<file path="src/rtl/moto_mover.sv">
// moto_mover: steps one motorbike sprite across the screen. Each step erases the sprite at
// the old position, moves x/y by one (saturating at the play-field bounds) and redraws it,
// using a req/ack handshake with the VGA drawer.
// Optional feature: define MOTO_LEVEL_SPEEDUP_EN to add the level_up input, which halves
// the idle interval between steps while it is high.

module moto_mover #(
   parameter int unsigned X_INIT   = 26,
   parameter int unsigned Y_INIT   = 24,
   parameter int unsigned X_MIN    = 26,
   parameter int unsigned X_MAX    = 130,
   parameter int unsigned Y_MIN    = 24,
   parameter int unsigned Y_MAX    = 103,
   parameter int unsigned STEP_DIV = 833333,
   parameter int unsigned V_EVERY  = 2
) (
   input  logic       clock,
   input  logic       resetn,
   input  logic       enable,
   input  logic       freeze,
`ifdef MOTO_LEVEL_SPEEDUP_EN
   input  logic       level_up,
`endif
   input  logic       right,
   input  logic       down,
   input  logic       draw_ack,
   output logic [7:0] x,
   output logic [6:0] y,
   output logic       draw_req,
   output logic       erase,
   output logic       moved
);

   localparam logic [7:0]  XInit    = 8'(X_INIT);
   localparam logic [6:0]  YInit    = 7'(Y_INIT);
   localparam logic [7:0]  XMin     = 8'(X_MIN);
   localparam logic [7:0]  XMax     = 8'(X_MAX);
   localparam logic [6:0]  YMin     = 7'(Y_MIN);
   localparam logic [6:0]  YMax     = 7'(Y_MAX);
   localparam logic [19:0] TermFull = 20'(STEP_DIV - 1);
   localparam logic [15:0] VLast    = 16'(V_EVERY - 1);

   typedef enum logic [1:0] {StIdle, StErase, StUpdate, StDraw} state_e;

   state_e      state_q, state_d;
   logic [19:0] div_cnt_q, div_cnt_d;
   logic [15:0] vstep_cnt_q, vstep_cnt_d;
   logic [7:0]  x_q, x_d;
   logic [6:0]  y_q, y_d;
   logic        moved_q, moved_d;
   logic [19:0] term_cnt;
   logic        count_en;

   assign count_en = enable & ~freeze;

`ifdef MOTO_LEVEL_SPEEDUP_EN
   localparam logic [19:0] TermHalf = 20'((STEP_DIV >> 1) - 1);
   // Terminal count follows level_up every idle cycle.
   always_comb begin
      term_cnt = level_up ? TermHalf : TermFull;
   end
`else
   // Fixed step interval.
   always_comb begin
      term_cnt = TermFull;
   end
`endif

   // Next-state, position update and handshake outputs.
   always_comb begin
      state_d     = state_q;
      div_cnt_d   = div_cnt_q;
      vstep_cnt_d = vstep_cnt_q;
      x_d         = x_q;
      y_d         = y_q;
      moved_d     = 1'b0;
      draw_req    = 1'b0;
      erase       = 1'b0;
      case (state_q)
         StIdle: begin
            if (count_en) begin
               // >= so a shortened terminal count takes effect even if already passed
               if (div_cnt_q >= term_cnt) begin
                  state_d   = StErase;
                  div_cnt_d = '0;
               end else begin
                  div_cnt_d = div_cnt_q + 20'd1;
               end
            end
         end
         StErase: begin
            draw_req = 1'b1;
            erase    = 1'b1;
            if (draw_ack) state_d = StUpdate;
         end
         StUpdate: begin
            // Bounds are checked before the +-1 so the position never wraps.
            if (right) begin
               if (x_q < XMax) x_d = x_q + 8'd1;
            end else begin
               if (x_q > XMin) x_d = x_q - 8'd1;
            end
            if (vstep_cnt_q == VLast) begin
               vstep_cnt_d = '0;
               if (down) begin
                  if (y_q < YMax) y_d = y_q + 7'd1;
               end else begin
                  if (y_q > YMin) y_d = y_q - 7'd1;
               end
            end else begin
               vstep_cnt_d = vstep_cnt_q + 16'd1;
            end
            state_d = StDraw;
         end
         StDraw: begin
            draw_req = 1'b1;
            if (draw_ack) begin
               state_d = StIdle;
               moved_d = 1'b1;
            end
         end
         default: state_d = StIdle;
      endcase
   end

   // State and position registers.
   always_ff @(posedge clock or negedge resetn) begin
      if (!resetn) begin
         state_q     <= StIdle;
         div_cnt_q   <= '0;
         vstep_cnt_q <= '0;
         x_q         <= XInit;
         y_q         <= YInit;
         moved_q     <= 1'b0;
      end else begin
         state_q     <= state_d;
         div_cnt_q   <= div_cnt_d;
         vstep_cnt_q <= vstep_cnt_d;
         x_q         <= x_d;
         y_q         <= y_d;
         moved_q     <= moved_d;
      end
   end

   assign x     = x_q;
   assign y     = y_q;
   assign moved = moved_q;

endmodule

</file>
<file path="config.mk">
export PLATFORM = sky130hd
export DESIGN_NAME = moto_mover
export DESIGN_NICKNAME = d
export VERILOG_FILES = /design/src/rtl/moto_mover.sv
export SDC_FILE = /design/constraint.sdc
export NUM_CORES = 1
export LEC_CHECK = 0
export ABC_AREA = 1
export BUFFER_PORTS_ARGS = -buffer_cell sky130_fd_sc_hd__buf_2
export CAP_MARGIN = 20
export CORE_ASPECT_RATIO = 0.9
export CORE_MARGIN = 3
export CORE_UTILIZATION = 50
export DETAILED_ROUTE_END_ITERATION = 10
export PLACE_DENSITY_LB_ADDON = 0.15
export SLEW_MARGIN = 0
export SYNTH_ARGS = -nofsm -noshare
export SYNTH_HDL_FRONTEND = slang
export SYNTH_SLANG_ARGS = --single-unit
</file>
<file path="constraint.sdc">
create_clock -name clock -period 2.41 [get_ports clock]
set_clock_uncertainty 0.1 [all_clocks]
set_input_delay 0.482 -clock clock [delete_from_list [all_inputs] [get_ports clock]]
set_output_delay 0.482 -clock clock [all_outputs]
set_load 0.005 [all_outputs]
</file>
==> summary by stage, run 1 <==
Timing
In the final timing run, aggregate negative setup slack is 0 ns. Setup violations remaining at the end of the flow were counted as 0. Of the available clock period, the critical path in the final layout requires 0.844. The number of hold violations in the final report is 0. The worst path in the final design needs a cycle of 2.03 ns, including I/O delays and setup. The max-slew violation count came to 0. Setup repair after global routing left no endpoint under its margin. The worst-case setup margin in the final layout is 0.376 ns. The maximum clock frequency is 492 MHz. The actual transition at the worst max-transition pin is 0.677 ns. The relative max-transition margin is 0.549.

CTS
The clock reaches the later pin of the worst-skew pair after 0.30 ns. The H-tree was split into 2 levels. The post-cts resize count is 0. The deepest clock path buffer count is 2. The number of sinks on the clock net is 54. TritonCTS built the clock tree. The total of hold buffers inserted after clock tree synthesis is 0. The buffer type at the clock tree root is sky130_fd_sc_hd__clkbuf_8. The number of buffers created by CTS is 5. After clock tree synthesis, the clock-pin slew on the worst setup and hold paths is 0.10 ns. The number of setup buffers added after CTS is 0.

Worst setup path
The cell count of the worst reg-to-reg path is 9. The worst setup path is launched from a flip-flop. Along the worst path, the maximum fanout reaches 11. The startpoint of the most critical register-to-register path is state_q[0]$_DFFE_PN0P_. The worst setup path is captured at a flip-flop.

The worst path required time is 2.54 ns. The register-to-register path setup slack is ~0.38 ns. The path type of the worst setup path is flip-flop to flip-flop. The critical path arrival is 2.16 ns.

The capturing point of the worst reg2reg path is vstep_cnt_q[12]$_DFFE_PN0P_.

Place
Summing all placed instances gives a cell area of 3830 um2. The number of buffer cells added on primary ports is 24. The post-placement worst setup slack is 0.319 ns.

Routability-driven placement finished with a final weighted congestion of about 0.86. The post-placement cell count is 584. The detailed placer's ending HPWL is 5650 um.

Final layout
In the final layout, the share of cells above drive strength 1 is 0.135. After routing the design area is 3920 um2. The final layout net count is 529. Relative to the synthesized area, the layout overhead comes to 8.94%. Excluding fillers, the count of instances in the completed layout stands at 592.

The number of antenna repair diodes is 0.

Route
The routed layout has a little over 3,000 vias. After detailed routing, the number of remaining DRC violations is 0. The per-cell routed wire length is 12.7 um. The detailed router finished its first iteration with 118 violations.

In this run the remaining antenna-violating nets after routing total 0. After detailed routing, the number of vias per cell comes to 5.21. The number of detailed-routing iterations run before antenna repair is 4. After detailed routing, the total wire length is 7510 um.

Synth
The number of register bits inferred by synthesis is 54. Averaged over all synthesized cells, the footprint is 7.62 um2. The Yosys step of the flow raised 0 warnings. Synthesis produced a netlist whose cell count is 472.

The sequential element share of the synthesized area is 0.377. In this run, distinct cell masters in the synthesized netlist total 40. The synthesized area is 3600 um2. The number of nets in the synthesized netlist is 500.

Floorplan
The core region is just under 7000 um2. The horizontal die dimension is 95.4 um. The die height is roughly 86 um.

The floorplan has 28 rows. The I/O pin count is 25. For this configuration, the core starts out at a cell density of 0.532. The die covers 8250 um2.

Pwr
The power per cell area is ~500 nW/um2. The completed layout was analyzed and its total power is 1.94 mW. The total leakage power is 2.02 nW. The worst IR drop on VDD is 0.310 mV.

Run status
The flow ran to the end, and the final reports show no timing, DRC or antenna violations.

Global route
The largest net degree at the start of global routing is 55. For met1 alone, demand over resource in global routing was 0.277. The global routing stage identified its most utilized layer as met2.

In the global route stage, met3 resource usage came out at 0.0347. The total overflow left after global routing is 0. The number of antenna violations at the first check in global routing is 0. The first global-routing pass estimated 13,200 um of wire. The aggregate global-route resource usage is 0.197. The met2 track demand over resource is 0.317. The number of global-route vias before repair came to 2,944.

Min path
The type of the worst min-delay path is input pin to async pin.

Job
The reported max-cap violation count is 0.
worst max path at each step:
stage                            from                          end  depth (start not counted)
2_1_floorplan                   right             x[5]$_DFFE_PN0P_                          7
3_3_place_gp                    right             x[5]$_DFFE_PN0P_                          8
3_5_place_dp                    right             x[5]$_DFFE_PN0P_                          8
4_1_cts        state_q[0]$_DFFE_PN0P_  vstep_cnt_q[12]$_DFFE_PN0P_                          9
5_1_grt        state_q[0]$_DFFE_PN0P_  vstep_cnt_q[12]$_DFFE_PN0P_                          9
6_report       state_q[0]$_DFFE_PN0P_  vstep_cnt_q[12]$_DFFE_PN0P_                          9
Yosys cell counts, drive strengths merged:
cell type | n | share of area
dfstp | 5 | 0.037
nor3 | 14 | 0.029
xnor2 | 13 | 0.032
o211ai | 1 | 0.0021
xor2 | 19 | 0.046
o31ai | 1 | 0.0021
a21boi | 1 | 0.0052
a21o | 3 | 0.0063
fa | 2 | 0.011
a211oi | 1 | 0.0021
nand3 | 36 | 0.051
nor3b | 1 | 0.0021
o21ai | 18 | 0.025
clkbuf | 2 | 0.0021
a21oi | 18 | 0.026
or2 | 4 | 0.0070
nand4 | 16 | 0.028
buf | 4 | 0.0070
nand3b | 1 | 0.0021
nor4 | 1 | 0.0017
ha | 19 | 0.066
dfrtp | 49 | 0.34
inv | 54 | 0.056
nand2 | 138 | 0.15
clkinv | 1 | 0.0010
nor2 | 46 | 0.056
o21bai | 1 | 0.0021
a31oi | 3 | 0.0052
worst max-delay path, stage by stage, from the launching register on:
cell and delay [ns]:
sky130_fd_sc_hd__dfrtp_1 0.43, sky130_fd_sc_hd__inv_1 0.10, sky130_fd_sc_hd__ha_1 0.41, sky130_fd_sc_hd__inv_1 0.10, sky130_fd_sc_hd__nor2_1 0.19, sky130_fd_sc_hd__nand2_1 0.11
sky130_fd_sc_hd__nor2_2 0.13, sky130_fd_sc_hd__nand3_1 0.10, sky130_fd_sc_hd__nor2_1 0.13, sky130_fd_sc_hd__xor2_1 0.15
through the flow:
step            util  hold WS, ns
3_5_place_dp   0.566        0.377
3_3_place_gp   0.566        0.377
2_1_floorplan      -       0.0864
5_1_grt        0.580        0.245
6_report       0.580        0.199
4_1_cts        0.580        0.224
kinds of logic (layout without fill, tap and decap cells):
| family | after synthesis | count (layout) | synth area share |
|---|---|---|---|
| adders and majority gates | 21 | 21 | 0.0772 |
| xor gates and xnor gates | 32 | 32 | 0.0779 |
| and+or+nand+nor | 257 | 257 | 0.325 |
| AOI/OAI and AO/OA | 47 | 47 | 0.0762 |
| buffers and inverters | 61 | 91 | 0.0664 |
| DFF | 54 | 54 | 0.377 |
report_power, final:
part	switching, mW	leakage (nW)	internal (mW)
Combinational	0.249	1.26	0.122
Clock	0.286	0.0482	0.233
Sequential	0.0759	0.712	0.971
per-layer routing:
metal | vias up | part of all wire | wire length [um]
met3 | 7 | 0.028 | 213
met1 | 1447 | 0.50 | 3750
met5 | - | 0 | 0
met4 | 0 | 0.0063 | 47
met2 | 48 | 0.47 | 3500
li1 | 1581 | - | -
flip-flops by register name (all words and copies together) (netlist names):
signal / cells
state_q: 2
div_cnt_q: 20
x: 8
vstep_cnt_q: 16
y: 7
moved: 1
layout by cell type (no fill, tap or decap), types with 2 or more instances in the layout:
master,instances
sky130_fd_sc_hd__buf_2,24
sky130_fd_sc_hd__inv_2,7
sky130_fd_sc_hd__or2_2,2
sky130_fd_sc_hd__nor3_1,7
sky130_fd_sc_hd__a31oi_1,3
sky130_fd_sc_hd__buf_4,4
sky130_fd_sc_hd__ha_1,19
sky130_fd_sc_hd__dfrtp_1,49
sky130_fd_sc_hd__nand4_1,16
sky130_fd_sc_hd__fa_1,2
sky130_fd_sc_hd__nand2_2,2
sky130_fd_sc_hd__clkbuf_8,6
sky130_fd_sc_hd__a21oi_1,17
sky130_fd_sc_hd__nor2_1,40
sky130_fd_sc_hd__nor2_2,3
sky130_fd_sc_hd__inv_1,47
sky130_fd_sc_hd__or2_1,2
sky130_fd_sc_hd__o21ai_0,8
sky130_fd_sc_hd__xnor2_1,13
sky130_fd_sc_hd__nor3_2,7
sky130_fd_sc_hd__o21ai_1,10
sky130_fd_sc_hd__a21o_1,3
sky130_fd_sc_hd__nand3_1,35
sky130_fd_sc_hd__xor2_1,19
sky130_fd_sc_hd__dfstp_2,5
sky130_fd_sc_hd__nand2_1,135
sky130_fd_sc_hd__nor2_4,3
cell type report:
cell class	count	area, um2
fillers	643	2840
clock buffers	7	86.3
flip-flops and latches	54	1360
inverters	55	206
clock inverters	1	5.00
well taps	90	113
multi-input cells	357	2000
repair buffers	28	150
(Power assumes the default switching activity.)
==> inputs of run 2 (changes only) <==
==> constraint.sdc (replaced) <==
create_clock -name clock -period 1.96 [get_ports clock]
set_clock_uncertainty 0.1 [all_clocks]
set_input_delay 0.392 -clock clock [delete_from_list [all_inputs] [get_ports clock]]
set_output_delay 0.392 -clock clock [all_outputs]
set_load 0.005 [all_outputs]
==> run 2 against run 1 <==
Net effect:
- via count fell by 0.49%
- combinational power rose by 24%
- hold slack got worse by 0.026 ns
- sequential share of layout area fell by 0.89 points
- critical path depth fell by 6
- count of clock-buffer cells in the layout fell by 1
- largest cell class unchanged
- wire length fell by 2.3%
- clock power rose by 45%
- non-clock buffer count rose by 7
- register-to-register slack got worse by 0.26 ns
==> summary by stage, run 2 (synthesis results as in run 1) <==
Run status
The flow ran to the end, and the final reports show no timing, DRC or antenna violations.

Final layout
Leaving out fill and tap cells, the most frequent cell in the layout is sky130_fd_sc_hd__nand2_1. The final layout net count is 536. Of the cells placed in the final design, the portion with a size suffix greater than 1 is 0.155. The number of flip-flops under the largest register name is 20. The growth of design area from synthesis to finish is 11.9%.

The top cell types in the final layout, fill and taps aside, are 135 x sky130_fd_sc_hd__nand2_1, 48 x sky130_fd_sc_hd__dfrtp_1, 46 x sky130_fd_sc_hd__inv_1, 40 x sky130_fd_sc_hd__nor2_1, 35 x sky130_fd_sc_hd__nand3_1. The end-of-flow core utilization is 0.596. Counting flops per register, the top entry is div_cnt_q. 0 antenna diodes ended up in the layout.

Pwr
For this design the ratio of total power to cell area is 620 nW/um2. The part of the total power dissipated in combinational logic is 0.183. The internal portion of the total power is 1.73 mW. The fraction of power consumed by sequential logic is 0.515.

The total leakage power is 2.06 nW. Of the total power, the share spent switching nets is 0.307. The analysis attributes to net switching a power of 765 uW. The share of total power dissipated in the clock network is 0.302. Across the VDD grid, the largest voltage drop is a little under 0.5 mV.

Route
Routed signal wires occupy layers up through met4. The via count is 3,068. The sum of met2 wire segment lengths after detailed routing is 3340 um. The detail route stage leaves a number of antenna-violating nets equal to 0. The met1 wire length is 3690 um.

The per-cell routed wire length is 12.2 um. In the routed design, unresolved DRC markers number 0. Wires add up to approximately 7300 um. For this block, the initial DRC count from the detailed router was 128. The number of detailed-routing iterations run before antenna repair is 4. Dividing the detail-routed via count by the number of cells gives 5.12. After detailed routing, the met3 layer carries 214 um of wire.

Timing
The worst-case setup margin in the final layout is roughly 0.052 ns. The number of hold violations in the final report is 0. The minimum clock period after layout is 1.91 ns. The final number of setup-violating endpoints is 0. At the pin with the least slew margin, the transition time is approximately 0.33 ns. The part of the cycle the worst path needs is 0.973. Timing would allow up to 524 MHz. The worst pin sits at a relative slew slack of 0.779.

The max-slew violation count is 0.

Global route
The number of antenna violations at the first check in global routing is 0. Entering global routing, the biggest net connects 55 pins. The first global-routing pass estimated about 13,000 um of wire. The number of global-route vias before repair came to 2,881.

The aggregate global-route resource usage is 0.192. The total congestion overflow is 0.

CTS
The H-tree depth is 2. TritonCTS built the clock tree. The clock network latency to the later pin of the worst-skew pair is 0.31 ns. The clock passes through at most 2 buffers. The buffer type at the clock tree root is sky130_fd_sc_hd__clkbuf_8. Clock-pin slew was measured on the worst setup and hold paths at 0.10 ns. The number of sinks on the clock net is 54.

The number of buffers created by CTS is 5.

Worst setup path
At the worst endpoint, the required time is 1.47 ns. The worst setup path is launched from a flip-flop. The critical path starts at state_q[0]$_DFFE_PN0P_. The critical path is of the flip-flop to primary output type. Along the worst path, the maximum fanout reaches 4.

The critical path arrival is approximately 1.4 ns. STA classifies the critical path endpoint as a primary output. The worst register-to-register path begins at state_q[0]$_DFFE_PN0P_.

Place
Input and output buffers added on the ports amount to 24. Timing analysis after detailed placement gives a worst setup slack of -0.0107 ns. At the end of routability-driven placement, the weighted congestion stood at 0.841. The wire-length estimate of the detail-placed layout is 5580 um.

Min path
In this run the worst hold path is classified as input pin to flip-flop. The worst hold path begins at draw_ack.

Floorplan
The die height is 86.5 um. The die covers 8250 um2. From left edge to right edge, the die measures between 90 and 100 um. In this run the standard cell core region covers 6760 um2. In this run the core area contains 28 standard-cell rows. For this configuration, the core starts out at a cell density of 0.532. The I/O pin count is 25.

Job
Max-cap violations in this run came to 0.
[run 2: worst paths after layout]
path | endpoint | slack, ns | cells after the start
worst max-delay path | draw_req | 0.05 | 3
worst min-delay path | moved$_DFF_PN0_ | 0.17 | 3
worst max register to register | div_cnt_q[9]$_DFFE_PN0P_ | 0.12 | 9
worst min register to register | vstep_cnt_q[8]$_DFFE_PN0P_ | 0.40 | 1
max in group asynchronous | x[1]$_DFFE_PN1P_ | 0.95 | 3
min in group asynchronous | div_cnt_q[15]$_DFFE_PN0P_ | 0.48 | 3
[run 2: critical path: stages (launching register included)]
cell                      delay (ns)
sky130_fd_sc_hd__dfrtp_1        0.44
sky130_fd_sc_hd__ha_1           0.24
sky130_fd_sc_hd__or2_2          0.29
sky130_fd_sc_hd__buf_2          0.13
[run 2: metrics by stage]
step | hold slack [ns] | power, mW | TNS, ns | cells | cell area (um2)
global placement | 0.312 | 1.75 | 0 | 589 | 3880
finish | 0.174 | 2.50 | 0 | 599 | 4030
detailed placement | 0.311 | 1.76 | -0.0107 | 589 | 3880
global route | 0.171 | 2.66 | -0.0583 | 599 | 4030
CTS | 0.166 | 2.52 | 0 | 598 | 4000
floorplan | -0.00359 | 1.62 | 0 | 472 | 3600
[run 2: area by class of cell]
class | instances | area, um2
clock buffers | 6 | 72.6
clock inverters | 2 | 37.5
fillers | 631 | 2730
inverters | 55 | 206
multi-input cells | 357 | 2020
flip-flops and latches | 54 | 1360
well taps | 90 | 113
repair buffers | 35 | 218
[run 2: repair_timing]
item,in CTS,in global routing
endpoints found under the setup margin,0,8
hold endpoints to repair,49,0
hold buffers,1,0
resized for setup,0,6
setup buffers,0,1
[run 2: power by group through the flow]
stage | logic [mW] | registers (mW) | clock network, mW
floorplan | 0.339 | 1.29 | 0
global placement | 0.443 | 1.31 | 0
detailed placement | 0.454 | 1.31 | 0
CTS | 0.458 | 1.28 | 0.778
global route | 0.530 | 1.30 | 0.832
finish | 0.458 | 1.28 | 0.754
[run 2: routing by layer]
metal | global-route usage | up-vias
met1 | 0.273 | 1413
met2 | 0.301 | 52
met3 | 0.0408 | 10
li1 | - | 1593
met4 | 0.0439 | 0
met5 | 0 | -
==> inputs of run 3 (changes only) <==
--- a/config.mk
+++ b/config.mk
@@ -6,13 +6,14 @@
 export NUM_CORES = 1
 export LEC_CHECK = 0
 export ABC_AREA = 1
-export BUFFER_PORTS_ARGS = -buffer_cell sky130_fd_sc_hd__buf_2
 export CAP_MARGIN = 20
 export CORE_ASPECT_RATIO = 0.9
 export CORE_MARGIN = 3
 export CORE_UTILIZATION = 50
 export DETAILED_ROUTE_END_ITERATION = 10
+export DONT_BUFFER_PORTS = 1
 export PLACE_DENSITY_LB_ADDON = 0.15
+export RECOVER_POWER = 100
 export SLEW_MARGIN = 0
 export SYNTH_ARGS = -nofsm -noshare
 export SYNTH_HDL_FRONTEND = slang
==> constraint.sdc (replaced) <==
create_clock -name clock -period 1.6 [get_ports clock]
set_clock_uncertainty 0.1 [all_clocks]
set_input_delay 0.32 -clock clock [delete_from_list [all_inputs] [get_ports clock]]
set_output_delay 0.32 -clock clock [all_outputs]
set_load 0.005 [all_outputs]
==> run 3 against run 2 <==
Net effect:
- the flow now finishes with violations (hold timing, setup timing)
- non-clock buffer count up 45
- first-iteration DRC count increased by 7.8%
- sequential share of layout area is 6.3 points lower
- critical path type unchanged
==> summary by stage, run 3 (synthesis results as in run 1) <==
Pwr
The worst IR drop on VDD is 0.390 mV. The power per cell area is between 600 and 700 nW/um2. Summed over all cells, the static leakage comes to approximately 2.4 nW. The overall power is 3.45 mW.

Final layout
The number of inserted filler cells in the final layout is 477. For this run, the post-layout net count is 582. The end-of-flow core utilization is 0.736. The layout cell share with drive strength beyond 1 is 0.371.

The number of antenna repair diodes is 0. Ranked by flip-flop count, first place goes to div_cnt_q. Relative to the synthesized area, the layout overhead comes to 38.4%. Leaving out fill and tap cells, the most frequent cell in the layout is sky130_fd_sc_hd__nand2_1. The library cells used most frequently in the layout, excluding fill and tap cells, are 116 x sky130_fd_sc_hd__nand2_1, 57 x sky130_fd_sc_hd__buf_4, 44 x sky130_fd_sc_hd__dfrtp_1, 40 x sky130_fd_sc_hd__inv_1, 32 x sky130_fd_sc_hd__nor2_1. The finished cells cover approximately 5000 um2. The register with the most flip-flops in the layout has 20 of them.

Timing
The part of the cycle the worst path needs is 1.08. After layout, the worst setup slack is -0.122 ns. Summed over all failing endpoints, the final setup total negative slack is -0.422 ns. For the pin with the worst max-slew slack, the measured transition is roughly 0.36 ns. The number of hold violations in the final report is 54. The maximum clock frequency is 581 MHz. Setup violations remaining at the end of the flow were counted as 9.

Setup repair after global routing could not meet its margin everywhere. The relative max-transition margin is 0.761. The minimum clock period after layout is 1.72 ns. The tightest hold path in the finished design has a slack of -0.417 ns. The max-slew violation count is 0.

Worst setup path
Data on the critical path is required at its endpoint by 1.18 ns. The worst setup path is launched from a flip-flop. The buffer and inverter count on the worst path is 2.

Among all stages on the critical path, the largest delay is contributed by sky130_fd_sc_hd__dfrtp_1. The number of cells on the critical path is 4. The maximum net fanout on the critical path is 2. The path type of the worst setup path is flip-flop to primary output.

The cell family with the largest share of critical-path delay is flip-flops. The largest incremental delay on the critical path is 0.40 ns. The signal on the critical path passes through inv_2, buf_6, ha_4, or2_4. The number of cells on the worst reg-to-reg path is 8. The type of element capturing the critical path is a primary output.

At the worst endpoint, the arrival time is 1.30 ns.

CTS
Clock-pin slew was measured on the worst setup and hold paths at 0.11 ns. Counting every sink on the clock net gives 54. In this run the deepest clock path goes through 2 buffers. TritonCTS built the clock tree. The cell sitting at the root of the clock tree is a sky130_fd_sc_hd__clkbuf_8.

In this run, CTS created clock tree buffers numbering 5. The H-tree depth is 2. The later pin in the worst-skew pair is clocked with a latency of 0.32 ns.

The number of hold buffers added after CTS was 1.

Place
Before CTS, the worst setup slack after placement is -0.156 ns. During placement, the flow inserted port buffers numbering 0. The congestion estimate from routability-driven global placement came to about 0.93. The placed instances occupy a cell area of ~4200 um2. After legalization and detailed placement, the total HPWL measured 6090 um.

Route
The pre-antenna-repair detailed-routing pass consisted of 4 iterations. In the routed design, unresolved DRC markers number 0. The ratio of routed vias to standard cells is approximately 5.3. The per-cell routed wire length is 14.2 um. After the first detailed-routing iteration, the DRC count stood at 138. The count of nets left with antenna violations once routing finished came out at 0. For this block, the via count after detailed routing is between 3,000 and 4,000. After detailed routing, the total wire length is ~9000 um.

Global route
The aggregate global-route resource usage is 0.205. Entering global routing, the biggest net connects 55 pins. The total congestion overflow is 0.

The number of antenna violations at the first check in global routing is 0. The global-route wire length before repair is roughly 14,000 um. The number of global-route vias before repair is ~3,200.

Run status
The run finished, with violations left. The checks that failed: hold timing, setup timing.

Floorplan
The floorplan has 28 rows. The area of the core region is 6760 um2. The horizontal die dimension is 95.4 um. In this run the vertical extent of the chip is 86.5 um. The die area is 8250 um2. For this design the top-level I/O count stands at 25.

The effective utilization at floorplan is 0.532.

Min path
In this run the worst hold path is classified as input pin to async pin.

Job
The reported max-cap violation count is 0.
## run 3: cell types whose count changed in the layout (fill, tap and decap cells not counted), sizes merged
cell	delta
nand2	+1
buf	+42
clkbuf	+2
inv	+1
## run 3: per-stage QoR
step / cells / hold WS [ns]
global placement: 617 / -0.0740
CTS: 627 / -0.434
finish: 645 / -0.417
detailed placement: 617 / -0.0741
floorplan: 472 / -0.0756
global route: 645 / -0.446
## run 3: timing repair
action	CTS	global route
gates resized for setup	23	108
pin swaps	4	48
gates cloned	0	2
endpoints found under the hold margin	55	54
buffers inserted	1	18
setup endpoints to repair	37	50
## run 3: worst paths after layout
check / slack (ns) / startpoint / to
min: -0.42 / resetn / vstep_cnt_q[4]$_DFFE_PN0P_
max in group asynchronous: 1.62 / resetn / x[3]$_DFFE_PN1P_
min reg2reg: 0.41 / x[4]$_DFFE_PN1P_ / x[4]$_DFFE_PN1P_
min in group clock: 0.19 / draw_ack / state_q[1]$_DFFE_PN0P_
max reg2reg: -0.08 / y[3]$_DFFE_PN1P_ / y[6]$_DFFE_PN0P_
max: -0.12 / state_q[1]$_DFFE_PN0P_ / draw_req
## run 3: worst reg2reg max path: stages, from the launching register on
cell                      delay [ns]
sky130_fd_sc_hd__dfstp_2        0.60
sky130_fd_sc_hd__ha_4           0.23
sky130_fd_sc_hd__a21oi_2        0.16
sky130_fd_sc_hd__nand2_2        0.10
sky130_fd_sc_hd__nand3_2        0.07
sky130_fd_sc_hd__nand2_2        0.05
sky130_fd_sc_hd__xor2_1         0.15
sky130_fd_sc_hd__nand2_1        0.06
sky130_fd_sc_hd__nand2_1        0.05
## run 3: final cells by class
class,instances,area [um2],share of cell area
Tap cell,90,113,0.0226
Clock buffer,5,68.8,0.0138
Sequential cell,54,1360,0.274
Inverter,55,213,0.0427
Multi-Input combinational cell,358,2500,0.502
Timing Repair Buffer,80,672,0.135
Clock inverter,3,47.5,0.00955
## run 3: metal layers
layer | vias up | track usage | share of wire
met5 | - | 0 | 0
met4 | 0 | 0.0530 | 0.012
met3 | 12 | 0.0347 | 0.037
met2 | 72 | 0.353 | 0.50
met1 | 1654 | 0.268 | 0.45
li1 | 1685 | - | -
## run 3: report_power, final
group | switching, mW | internal, mW | total [mW]
registers | 0.114 | 1.47 | 1.58
clock network | 0.499 | 0.475 | 0.975
logic | 0.513 | 0.383 | 0.896
